--- src/rtl/mvm_stream_sender_if.sv ---
// Valid/ready stream from the sender to the matrix-vector multiplier.
// master drives data/valid; slave returns ready.
interface mvm_stream_sender_if #(
    parameter int WIDTH = 8
) ();
    logic [WIDTH-1:0] m_data;
    logic             m_valid;
    logic             m_ready;

    modport master (
        output m_data,
        output m_valid,
        input  m_ready
    );

    modport slave (
        input  m_data,
        input  m_valid,
        output m_ready
    );
endinterface

--- src/rtl/mvm_stream_sender.sv ---
// Buffers matrix A and vector x, then streams them to the multiplier.
// Optional MVM_TX_VEC_ONLY_EN adds vec_only to resend just x.
module mvm_stream_sender #(
    parameter int WIDTH = 8,
    parameter int NROWS = 4,
    parameter int NCOLS = 4,
    parameter int DEPTH = NROWS * NCOLS + NCOLS,
    parameter int AW    = $clog2(DEPTH)
) (
    input  logic             clk,
    input  logic             reset,
    input  logic             wr_en,
    input  logic [AW-1:0]    wr_addr,
    input  logic [WIDTH-1:0] wr_data,
    input  logic             start,
`ifdef MVM_TX_VEC_ONLY_EN
    input  logic             vec_only,
`endif
    output logic             busy,
    output logic             done,
    mvm_stream_sender_if.master m
);

    typedef enum logic [1:0] {
        IDLE,
        SEND_MAT,
        SEND_VEC,
        DONE_S
    } state_e;

    localparam int            MATN      = NROWS * NCOLS;
    localparam logic [AW-1:0] MAT_LAST  = AW'(MATN - 1);
    localparam logic [AW-1:0] VEC_FIRST = AW'(MATN);
    localparam logic [AW-1:0] LAST      = AW'(DEPTH - 1);
    localparam logic [AW:0]   DEPTH_X   = (AW + 1)'(DEPTH);

    state_e           state_q, state_d;
    logic [AW-1:0]    idx_q, idx_d;
    logic [WIDTH-1:0] mem_q [DEPTH];
    logic             wr_ok;
    logic             go_vec;

`ifdef MVM_TX_VEC_ONLY_EN
    assign go_vec = vec_only;
`else
    assign go_vec = 1'b0;
`endif

    // Frame is frozen once a transfer starts; out-of-range writes vanish
    assign wr_ok = wr_en && (state_q == IDLE)
                && ({1'b0, wr_addr} < DEPTH_X);

    always_ff @(posedge clk) begin
        if (wr_ok) begin
            mem_q[wr_addr] <= wr_data;
        end
    end

    assign m.m_data = mem_q[idx_q];

    always_ff @(posedge clk) begin
        if (reset) begin
            state_q <= IDLE;
            idx_q   <= '0;
        end else begin
            state_q <= state_d;
            idx_q   <= idx_d;
        end
    end

    always_comb begin
        state_d   = state_q;
        idx_d     = idx_q;
        m.m_valid = 1'b0;
        busy      = 1'b0;
        done      = 1'b0;
        unique case (state_q)
            IDLE: begin
                if (start) begin
                    if (go_vec) begin
                        state_d = SEND_VEC;
                        idx_d   = VEC_FIRST;
                    end else begin
                        state_d = SEND_MAT;
                        idx_d   = '0;
                    end
                end
            end
            SEND_MAT: begin
                m.m_valid = 1'b1;
                busy      = 1'b1;
                if (m.m_ready) begin
                    idx_d = idx_q + 1'b1;
                    if (idx_q == MAT_LAST) begin
                        state_d = SEND_VEC;
                    end
                end
            end
            SEND_VEC: begin
                m.m_valid = 1'b1;
                busy      = 1'b1;
                if (m.m_ready) begin
                    if (idx_q == LAST) begin
                        state_d = DONE_S;
                    end else begin
                        idx_d = idx_q + 1'b1;
                    end
                end
            end
            DONE_S: begin
                busy    = 1'b1;
                done    = 1'b1;
                state_d = IDLE;
            end
            default: begin
                state_d = IDLE;
            end
        endcase
    end

endmodule

--- src/flat_wrapper.sv ---
// flat-port wrapper written by rule: the top's interface ports become plain ports
module mvm_stream_sender_flat 
#(
    parameter int WIDTH = 8,
    parameter int NROWS = 4,
    parameter int NCOLS = 4,
    parameter int DEPTH = NROWS * NCOLS + NCOLS,
    parameter int AW    = $clog2(DEPTH)
)
  (clk, reset, wr_en, wr_addr, wr_data, start, busy, done, m_m_data, m_m_valid, m_m_ready);
  mvm_stream_sender_if #(.WIDTH(WIDTH)) m_i ();
  input  logic clk;
  input  logic reset;
  input  logic wr_en;
  input  logic [AW-1:0] wr_addr;
  input  logic [WIDTH-1:0] wr_data;
  input  logic start;
  output logic busy;
  output logic done;
  output wire logic [$bits(m_i.m_data)-1:0] m_m_data;
  output wire logic [$bits(m_i.m_valid)-1:0] m_m_valid;
  input wire logic [$bits(m_i.m_ready)-1:0] m_m_ready;
  assign m_m_data = m_i.m_data;
  assign m_m_valid = m_i.m_valid;
  assign m_i.m_ready = m_m_ready;
  mvm_stream_sender #(.WIDTH(WIDTH), .NROWS(NROWS), .NCOLS(NCOLS), .DEPTH(DEPTH), .AW(AW)) u_core (.clk(clk), .reset(reset), .wr_en(wr_en), .wr_addr(wr_addr), .wr_data(wr_data), .start(start), .busy(busy), .done(done), .m(m_i));
endmodule
--- config.mk ---
export PLATFORM = sky130hd
export DESIGN_NAME = mvm_stream_sender_flat
export DESIGN_NICKNAME = d
export VERILOG_FILES = /design/src/rtl/mvm_stream_sender_if.sv /design/src/rtl/mvm_stream_sender.sv /design/src/flat_wrapper.sv
export SDC_FILE = /design/constraint.sdc
export NUM_CORES = 1
export LEC_CHECK = 0
export CORE_MARGIN = 2
export CORE_UTILIZATION = 25
export CTS_CLUSTER_DIAMETER = 30
export DETAILED_ROUTE_END_ITERATION = 12
export SETUP_SLACK_MARGIN = 0.05
export SLEW_MARGIN = 20
export SYNTH_ARGS = -nofsm -noshare
export SYNTH_HDL_FRONTEND = slang
export SYNTH_SLANG_ARGS = --single-unit
--- constraint.sdc ---
create_clock -name clk -period 4.95 [get_ports clk]
set_input_delay 1.2375 -clock clk [delete_from_list [all_inputs] [get_ports clk]]
set_output_delay 1.2375 -clock clk [all_outputs]
set_load 0.01 [all_outputs]
==> impl_metrics.yaml, run 1 <==
status:
  status: "finished, final reports clean"
detailed_routing:
  wirelength_mm: 14.8
  vias_per_cell: 4.54
  ant_nets: 0
  drc: 0
  drtIter0Drc: 227
  vias: 3433
  dr.pass1.iters: 4
  avgRoutedWirePerCell_um: 19.5
worst_setup_path:
  cp_top_family: "buffers and inverters"
  critPathCaptureType: "primary output"
  slowest_delay_ns: 0.78
  r2r_start: "u_core.state_q[1]"
  slowest_stage: "dfxtp_2"
  worst-setup-path-type: "reg2out"
  path_cells: "buf_4 -> mux2i_1 -> a221oi_1 -> o21ai_0 -> o211ai_1 -> clkdlybuf4s50_1"
  arrival_ns: 3.22
  cp_data_required_time_ns: 3.71
  cp_max_fo: 19
  timing.critical_path.buf_inv: 2
  start_kind: "flip-flop"
cts:
  cts_max_level: 4
  root_buffer: "clkbuf_16"
  cts.clk_slew.worst_paths_ns: 0.06
  post-cts-setup-buffers: 0
  clkLatencyLatePin_ns: 0.43
  post_cts_resized: 0
  numCtsBuffers: 17
  clock_path_buffers: 2
  cts_tree: "done"
  holdBufCountCts: 0
  clkSinkCount: 172
sta:
  relSlewSlack: 0.304
  rsz0062_at_grt: "false"
  setup_tns_ns: 0
  setup_ws_ns: 0.496
  min_period_ns: 4.45
  fin_crit_sh: 0.900
  fin_skew_ns: 0.00741
  max_clock_freq_mhz: 225
  drv_slew: 0
  worstMarginPinSlew_ns: 1.04
  final_hold_viol_count: 0
  setup_viol_count_final: 0
place:
  gp_congestion: 0.778
  place_ws_ns: 0.973
  dpl_cell_area_mm2: 0.00755
  hpwl_mm: 9.64
  dp_cells: 725
  numPortBuffers: 28
logic_synthesis:
  synth_edf_count: 160
  synth_largest_area_cell: "edfxtp_1"
  yosys-top-cells-area: "edfxtp_1 70%, mux4_2 9.5%, dfxtp_1 3.5%"
  synth_seq_cells: 172
  syn_nets: 389
  syn-mean-instance-area_um2: 18.9
  synthArstFlopShare: 0
  yosysUniqueCellTypes: 42
  ys_seq_area_frac: 0.733
  synth_cells: 364
  synth_area_mm2: 0.00689
  yosysWarnings: 0
  synth_top_area_share: 0.698
  synthFlopType: "edfxtp_1"
final_layout:
  synthToLayoutAreaGrowth_pct: 18.1
  layout.area.seq_mm2: 0.00505
  drive_above_1_share: 0.171
  diodes: 0
  instances_no_fill: 757
  multiInputGateArea_mm2: 0.00171
  fin_nets: 428
  stdcell_area_mm2: 0.00813
  num-fill-cells: 2657
die:
  ios: 29
  die_height_um: 170
  rows: 60
  die_w_um: 170
  core_mm2: 0.0270
  start_util: 0.255
  die_area_mm2: 0.0289
pwr:
  p_per_area_mw_per_mm2: 437
  internal_power_mw: 2.70
  p_clk_frac: 0.369
  report.power.total_mw: 3.56
  power_switching_mw: 0.857
  seqPwrFrac: 0.471
  p_leak_nw: 2.46
  sw_frac_of_total: 0.241
  peakVddDrop_uv: 216
  pwr-share-comb: 0.161
grt:
  grt_pass1_wl_mm: 22.2
  grt_pass1_vias: 3662
  grt_max_degree: 21
  grt_remaining_overflow: 0
  grt.total_usage: 0.107
  antenna_found_initial: 0
min_path:
  hp-start: "u_core.idx_q[4]"
  hold_class: "reg2reg"
flow_run:
  cap_violations: 0
-- area by class of cell --
cell class / count / share of cell area
clock inverter: 14 / 0.0186
timing repair buffer: 38 / 0.0437
sequential: 172 / 0.620
clock buffer: 18 / 0.0528
inverter: 5 / 0.00231
tap: 341 / 0.0525
multi-input combinational: 169 / 0.210
-- cell usage in the layout, fill, tap and decap left out, types with 2 or more instances in the layout --
cell	instances
clkinv_1	4
nor3_1	5
o21ai_0	4
a21oi_1	12
nand3_1	6
nor3b_1	2
o211ai_1	7
a31oi_1	2
bufinv_16	3
nor2b_1	3
nand3b_1	3
inv_1	5
clkdlybuf4s50_1	28
a221oi_1	7
clkinv_2	4
mux2i_1	24
nand2_1	11
o21ai_1	3
nor2_1	18
buf_4	10
edfxtp_1	160
mux4_2	29
nand2b_1	8
nand4b_1	2
dfxtp_1	11
mux4_1	3
clkinv_4	2
clkbuf_16	17
ha_1	7
-- routing by layer --
metal / part of all wire / vias up / GRT usage
met1: 0.42 / 1771 / 0.130
met5: 0 / - / 0
met4: 0.019 / 0 / 0.0394
li1: - / 1553 / -
met2: 0.52 / 87 / 0.189
met3: 0.037 / 22 / 0.0200
-- path summary, 6_finish.rpt --
path                                            to  slack, ns  cells after the start
worst max-delay path                   m_m_data[3]       0.50                      6
worst min register to register     u_core.idx_q[4]       0.54                      2
worst min-delay path               u_core.idx_q[4]       0.54                      2
worst max register to register  u_core.mem_q[3][5]       2.52                      6
-- power by group through the flow --
stage | Sequential, mW | Clock [mW] | Combinational (mW)
after detailed placement | 1.71 | 0 | 0.576
after global placement | 1.70 | 0 | 0.563
after floorplan | 1.66 | 0 | 0.446
after global routing | 1.68 | 1.38 | 0.613
after CTS | 1.68 | 1.33 | 0.581
final | 1.67 | 1.31 | 0.571
-- through the flow --
stage	utilization	hold slack, ns
after global routing	0.301	0.569
after CTS	0.301	0.537
after floorplan	-	0.487
after detailed placement	0.279	0.526
after global placement	0.279	0.501
final	0.301	0.539
-- sequential cells by signal (all words and copies together), names as in the netlist, named ones only --
| register | flops |
|---|---|
| u_core.mem_q | 160 |
| u_core.idx_q | 5 |
| u_core.state_q | 2 |
-- cell families (layout without fill, tap and decap cells) --
family,count (synthesis),after routing,synth area share
flip-flops,172,172,0.733
AND/OR/NAND/NOR,63,63,0.0476
multiplexers,57,57,0.143
AO/OA/AOI/OAI,42,42,0.0445
buffers and inverters,23,75,0.0196
adder cells (fa/ha/maj),7,7,0.0127
-- worst min-delay path, cell delays in order (launching register included) --
cell,delay [ns]
dfxtp_1,0.33
nand2b_1,0.10
a21oi_1,0.06
-- cells in the mapped netlist (3+ instances only) --
cell type / number
buf_4: 4
nor2b_1: 3
edfxtp_1: 160
a21oi_1: 12
mux4_2: 29
o21ai_1: 3
clkbuf_1: 7
nand2b_1: 8
dfxtp_1: 12
nand2_1: 11
ha_1: 7
a221oi_1: 7
inv_1: 5
nor2_1: 18
o21ai_0: 4
o211ai_1: 7
nand3b_1: 3
mux4_1: 3
mux2i_1: 24
nand3_1: 6
nor3_1: 5
Power figures use the tool's default switching activity.
==> run 2: changes to the inputs <==
GPL_TIMING_DRIVEN = 0   (was unset)
==> impl_metrics.yaml, run 2 (synthesis results as in run 1) <==
status:
  status: "finished, final reports clean"
cts:
  holdBufCountCts: 0
  cts_tree: "done"
  cts_max_level: 4
  post-cts-setup-buffers: 0
  cts.clk_slew.worst_paths_ns: 0.06
  clkSinkCount: 172
  numCtsBuffers: 17
  post_cts_resized: 0
  clock_path_buffers: 2
  root_buffer: "clkbuf_16"
  clkLatencyLatePin_ns: 0.43
detailed_routing:
  ant_nets: 0
  drc: 0
  avgRoutedWirePerCell_um: 19.3
  vias_per_cell: 4.58
  dr.pass1.iters: 5
  wirelength_mm: 14.8
  vias: 3500
  drtIter0Drc: 349
final_layout:
  synthToLayoutAreaGrowth_pct: 18.1
  utilization: 0.301
  fin_nets: 435
  final_cell_mix: "160 x edfxtp_1, 29 x mux4_2, 27 x clkdlybuf4s50_1"
  largest_reg_flops: 160
  top_register: "u_core.mem_q"
  diodes: 0
  final_common_cell: "edfxtp_1"
  largestRegisters: "u_core.mem_q x160, u_core.idx_q x5, u_core.state_q x2"
  drive_above_1_share: 0.182
worst_setup_path:
  worst-setup-path-type: "reg2out"
  r2r_start: "u_core.state_q[0]"
  cp_top_family: "buffers and inverters"
  timing.critical_path.buf_inv: 3
  path_cells: "buf_6 -> buf_4 -> mux4_2 -> o21ai_0 -> o211ai_1 -> clkdlybuf4s50_1"
  arrival_ns: 3.09
  start_kind: "flip-flop"
  critPathCaptureType: "primary output"
  slowest_delay_ns: 0.55
  cp_data_required_time_ns: 3.71
  cp_max_fo: 10
  slowest_stage: "mux4_2"
die:
  rows: 60
  die_w_um: 170
  ios: 29
  start_util: 0.255
  core_mm2: 0.0270
  die_height_um: 170
  die_area_mm2: 0.0289
flow_run:
  cap_violations: 0
grt:
  grt_remaining_overflow: 0
  grt.total_usage: 0.107
  grt_pass1_wl_mm: 22.2
  grt_pass1_vias: 3655
  grt_max_degree: 21
  antenna_found_initial: 0
sta:
  worstMarginPinSlew_ns: 0.901
  max_clock_freq_mhz: 231
  fin_skew_ns: 0.00562
  holdWs_ns: 0.524
  rsz0062_at_grt: "false"
  fin_crit_sh: 0.875
  setup_viol_count_final: 0
  setup_tns_ns: 0
  setup_ws_ns: 0.618
  relSlewSlack: 0.397
  min_period_ns: 4.33
  final_hold_viol_count: 0
  drv_slew: 0
pwr:
  p_leak_nw: 2.43
  p_per_area_mw_per_mm2: 428
  peakVddDrop_uv: 243
place:
  numPortBuffers: 27
  gp_congestion: 0.771
  hpwl_mm: 9.70
  place_ws_ns: 1.06
min_path:
  hold_class: "reg2reg"
  hp-start: "u_core.idx_q[1]"
==> run 2: power by group <==
group | leakage (nW) | switching [mW] | internal [mW] | total, mW
sequential | 1.54 | 0.0211 | 1.62 | 1.64
clock | 0.248 | 0.554 | 0.642 | 1.20
combinational | 0.645 | 0.324 | 0.318 | 0.642
total | 2.43 | 0.898 | 2.58 | 3.48
==> run 2: per-stage QoR <==
step | area, um2 | power (mW) | instances
global placement | 7580 | 2.31 | 732
CTS | 8130 | 3.51 | 764
finish | 8130 | 3.48 | 764
global route | 8130 | 3.62 | 764
floorplan | 6890 | 2.11 | 364
detailed placement | 7610 | 2.32 | 732
==> run 2: layout make-up <==
type	count	area, um2
tap	341	427
inverter	5	18.8
clock inverter	13	92.6
sequential	172	5040
timing repair buffer	27	270
buffer	18	116
clock buffer	19	433
fill	2671	18900
multi-input combinational	169	1730
==> run 2: worst paths after layout <==
| kind | endpoint | slack [ns] | cells past startpoint |
|---|---|---|---|
| setup / recovery | m_m_data[1] | 0.62 | 6 |
| hold / removal | u_core.idx_q[1] | 0.52 | 2 |
| setup reg to reg | u_core.mem_q[17][2] | 2.59 | 6 |
| hold reg to reg | u_core.idx_q[1] | 0.52 | 2 |
==> run 2: metal layers <==
metal	GRT usage	wire length [um]
met1	0.130	6180
met3	0.0349	831
met2	0.182	7560
met4	0.0312	193
met5	0	0
==> run 2: tightest hold or removal path, delay by kind of cell (launching register included) <==
family	cells	cell delay, ns
AND/OR/NAND/NOR	1	0.09
AO/OA/AOI/OAI	1	0.06
flip-flops	1	0.32
==> run 3: changes to the inputs <==
==> constraint.sdc (replaced) <==
create_clock -name clk -period 3.93 [get_ports clk]
set_input_delay 0.9825 -clock clk [delete_from_list [all_inputs] [get_ports clk]]
set_output_delay 0.9825 -clock clk [all_outputs]
set_load 0.02 [all_outputs]
==> impl_metrics.yaml, run 3 (synthesis results as in run 1) <==
pwr:
  p_leak_nw: 2.47
  peakVddDrop_uv: 308
  report.power.total_mw: 4.41
  p_per_area_mw_per_mm2: 541
worst_setup_path:
  cp_top_family: "buffers and inverters"
  start_kind: "flip-flop"
  timing.critical_path.buf_inv: 3
  worst-setup-path-type: "reg2out"
  slowest_stage: "clkdlybuf4s50_1"
  worstRegToRegCells: 6
  r2r_slack_ns: 1.54
  r2r_start: "u_core.state_q[0]"
  path_cells: "buf_4 -> clkbuf_1 -> a2bb2oi_1 -> a221oi_2 -> a21oi_1 -> clkdlybuf4s50_1"
  critPathCaptureType: "primary output"
  arrival_ns: 2.74
  cp_max_fo: 10
  worstReg2RegEnd: "u_core.mem_q[17][3]"
  cp_data_required_time_ns: 2.95
  slowest_delay_ns: 0.66
final_layout:
  multiInputGateArea_mm2: 0.00173
  num-fill-cells: 2670
  largest_reg_flops: 160
  largestRegisters: "u_core.mem_q x160, u_core.idx_q x5, u_core.state_q x2"
  layout.area.seq_mm2: 0.00505
  final_common_cell: "edfxtp_1"
  stdcell_area_mm2: 0.00815
  final_cell_mix: "160 x edfxtp_1, 29 x mux4_2, 24 x mux2i_1"
  fin_nets: 435
  drive_above_1_share: 0.187
  diodes: 0
  top_register: "u_core.mem_q"
  synthToLayoutAreaGrowth_pct: 18.3
  utilization: 0.301
min_path:
  hp-start: "u_core.idx_q[1]"
  hold_class: "reg2reg"
  whs_path_depth: 2
  hold_path_end: "u_core.idx_q[1]"
sta:
  setup_tns_ns: 0
  max_clock_freq_mhz: 269
  relSlewSlack: 0.367
  worstMarginPinSlew_ns: 0.945
  drv_slew: 0
  final_hold_viol_count: 0
  min_period_ns: 3.72
  rsz0062_at_grt: "false"
  fin_skew_ns: 0.00565
  setup_viol_count_final: 0
  fin_crit_sh: 0.947
cts:
  numCtsBuffers: 17
  clock_path_buffers: 2
  cts.clk_slew.worst_paths_ns: 0.06
  clkLatencyLatePin_ns: 0.43
  root_buffer: "clkbuf_16"
  cts_max_level: 4
  cts_tree: "done"
  clkSinkCount: 172
  post-cts-setup-buffers: 0
  holdBufCountCts: 0
detailed_routing:
  avgRoutedWirePerCell_um: 19.2
  vias_per_cell: 4.57
  vias: 3490
  drc: 0
  ant_nets: 0
  wirelength_mm: 14.7
  dr.pass1.iters: 4
  drtIter0Drc: 348
grt:
  grt_remaining_overflow: 0
  grtUsageMet3: 0.0349
  grt.total_usage: 0.107
  grt_util_met2: 0.182
  grt_pass1_wl_mm: 22.2
  grt_pass1_vias: 3655
  use_met1: 0.130
  grt_max_degree: 21
  grt.busiest_layer: "met2"
  antenna_found_initial: 0
die:
  die_area_mm2: 0.0289
  die_height_um: 170
  ios: 29
  rows: 60
  start_util: 0.255
  core_mm2: 0.0270
  die_w_um: 170
place:
  numPortBuffers: 27
  dpl_cell_area_mm2: 0.00761
  gp_congestion: 0.771
  hpwl_mm: 9.70
flow_run:
  cap_violations: 0
status:
  status: "finished, final reports clean"
-- run 3: worst max-delay path by stage --
stage / end / slack (ns) / depth (start not counted)
floorplan: m_m_data[0] / 1.31 / 5
global placement: m_m_data[3] / 0.24 / 6
detailed placement: m_m_data[0] / 0.23 / 6
CTS: m_m_data[6] / 0.05 / 8
global route: m_m_data[7] / 0.07 / 6
finish: m_m_data[7] / 0.21 / 6
-- run 3: cell type report --
cell class	instances	share of cell area
buffer	18	0.0147
tap	341	0.0524
multi-input combinational	169	0.213
sequential	172	0.619
clock inverter	13	0.0114
clock buffer	19	0.0531
timing repair buffer	27	0.0339
inverter	5	0.00230
-- run 3: through the flow --
| step | hold WS [ns] | cells | setup slack [ns] |
|---|---|---|---|
| 2_1_floorplan | 0.487 | 364 | 1.31 |
| 3_5_place_dp | 0.521 | 732 | 0.234 |
| 6_report | 0.525 | 764 | 0.207 |
| 5_1_grt | 0.572 | 764 | 0.0686 |
| 4_1_cts | 0.532 | 764 | 0.0550 |
| 3_3_place_gp | 0.503 | 732 | 0.241 |
-- run 3: repair_timing --
item	in CTS	in global routing
pin swaps	0	0
setup endpoints to repair	7	4
resized for setup	9	5
-- run 3: worst min-delay path, cell delays in order (launching register included) --
cell and delay (ns):
dfxtp_1 0.32, nand2b_1 0.09, a21oi_1 0.06
-- run 3: where the power goes --
part	switching (mW)	internal (mW)
sequential	0.0269	2.04
clock	0.694	0.808
combinational	0.438	0.397
-- run 3: per-layer routing --
| metal | wire, um | up-vias |
|---|---|---|
| met3 | 901 | 14 |
| met2 | 7570 | 83 |
| met4 | 193 | 0 |
| met1 | 6010 | 1812 |
| met5 | 0 | - |
| li1 | - | 1581 |
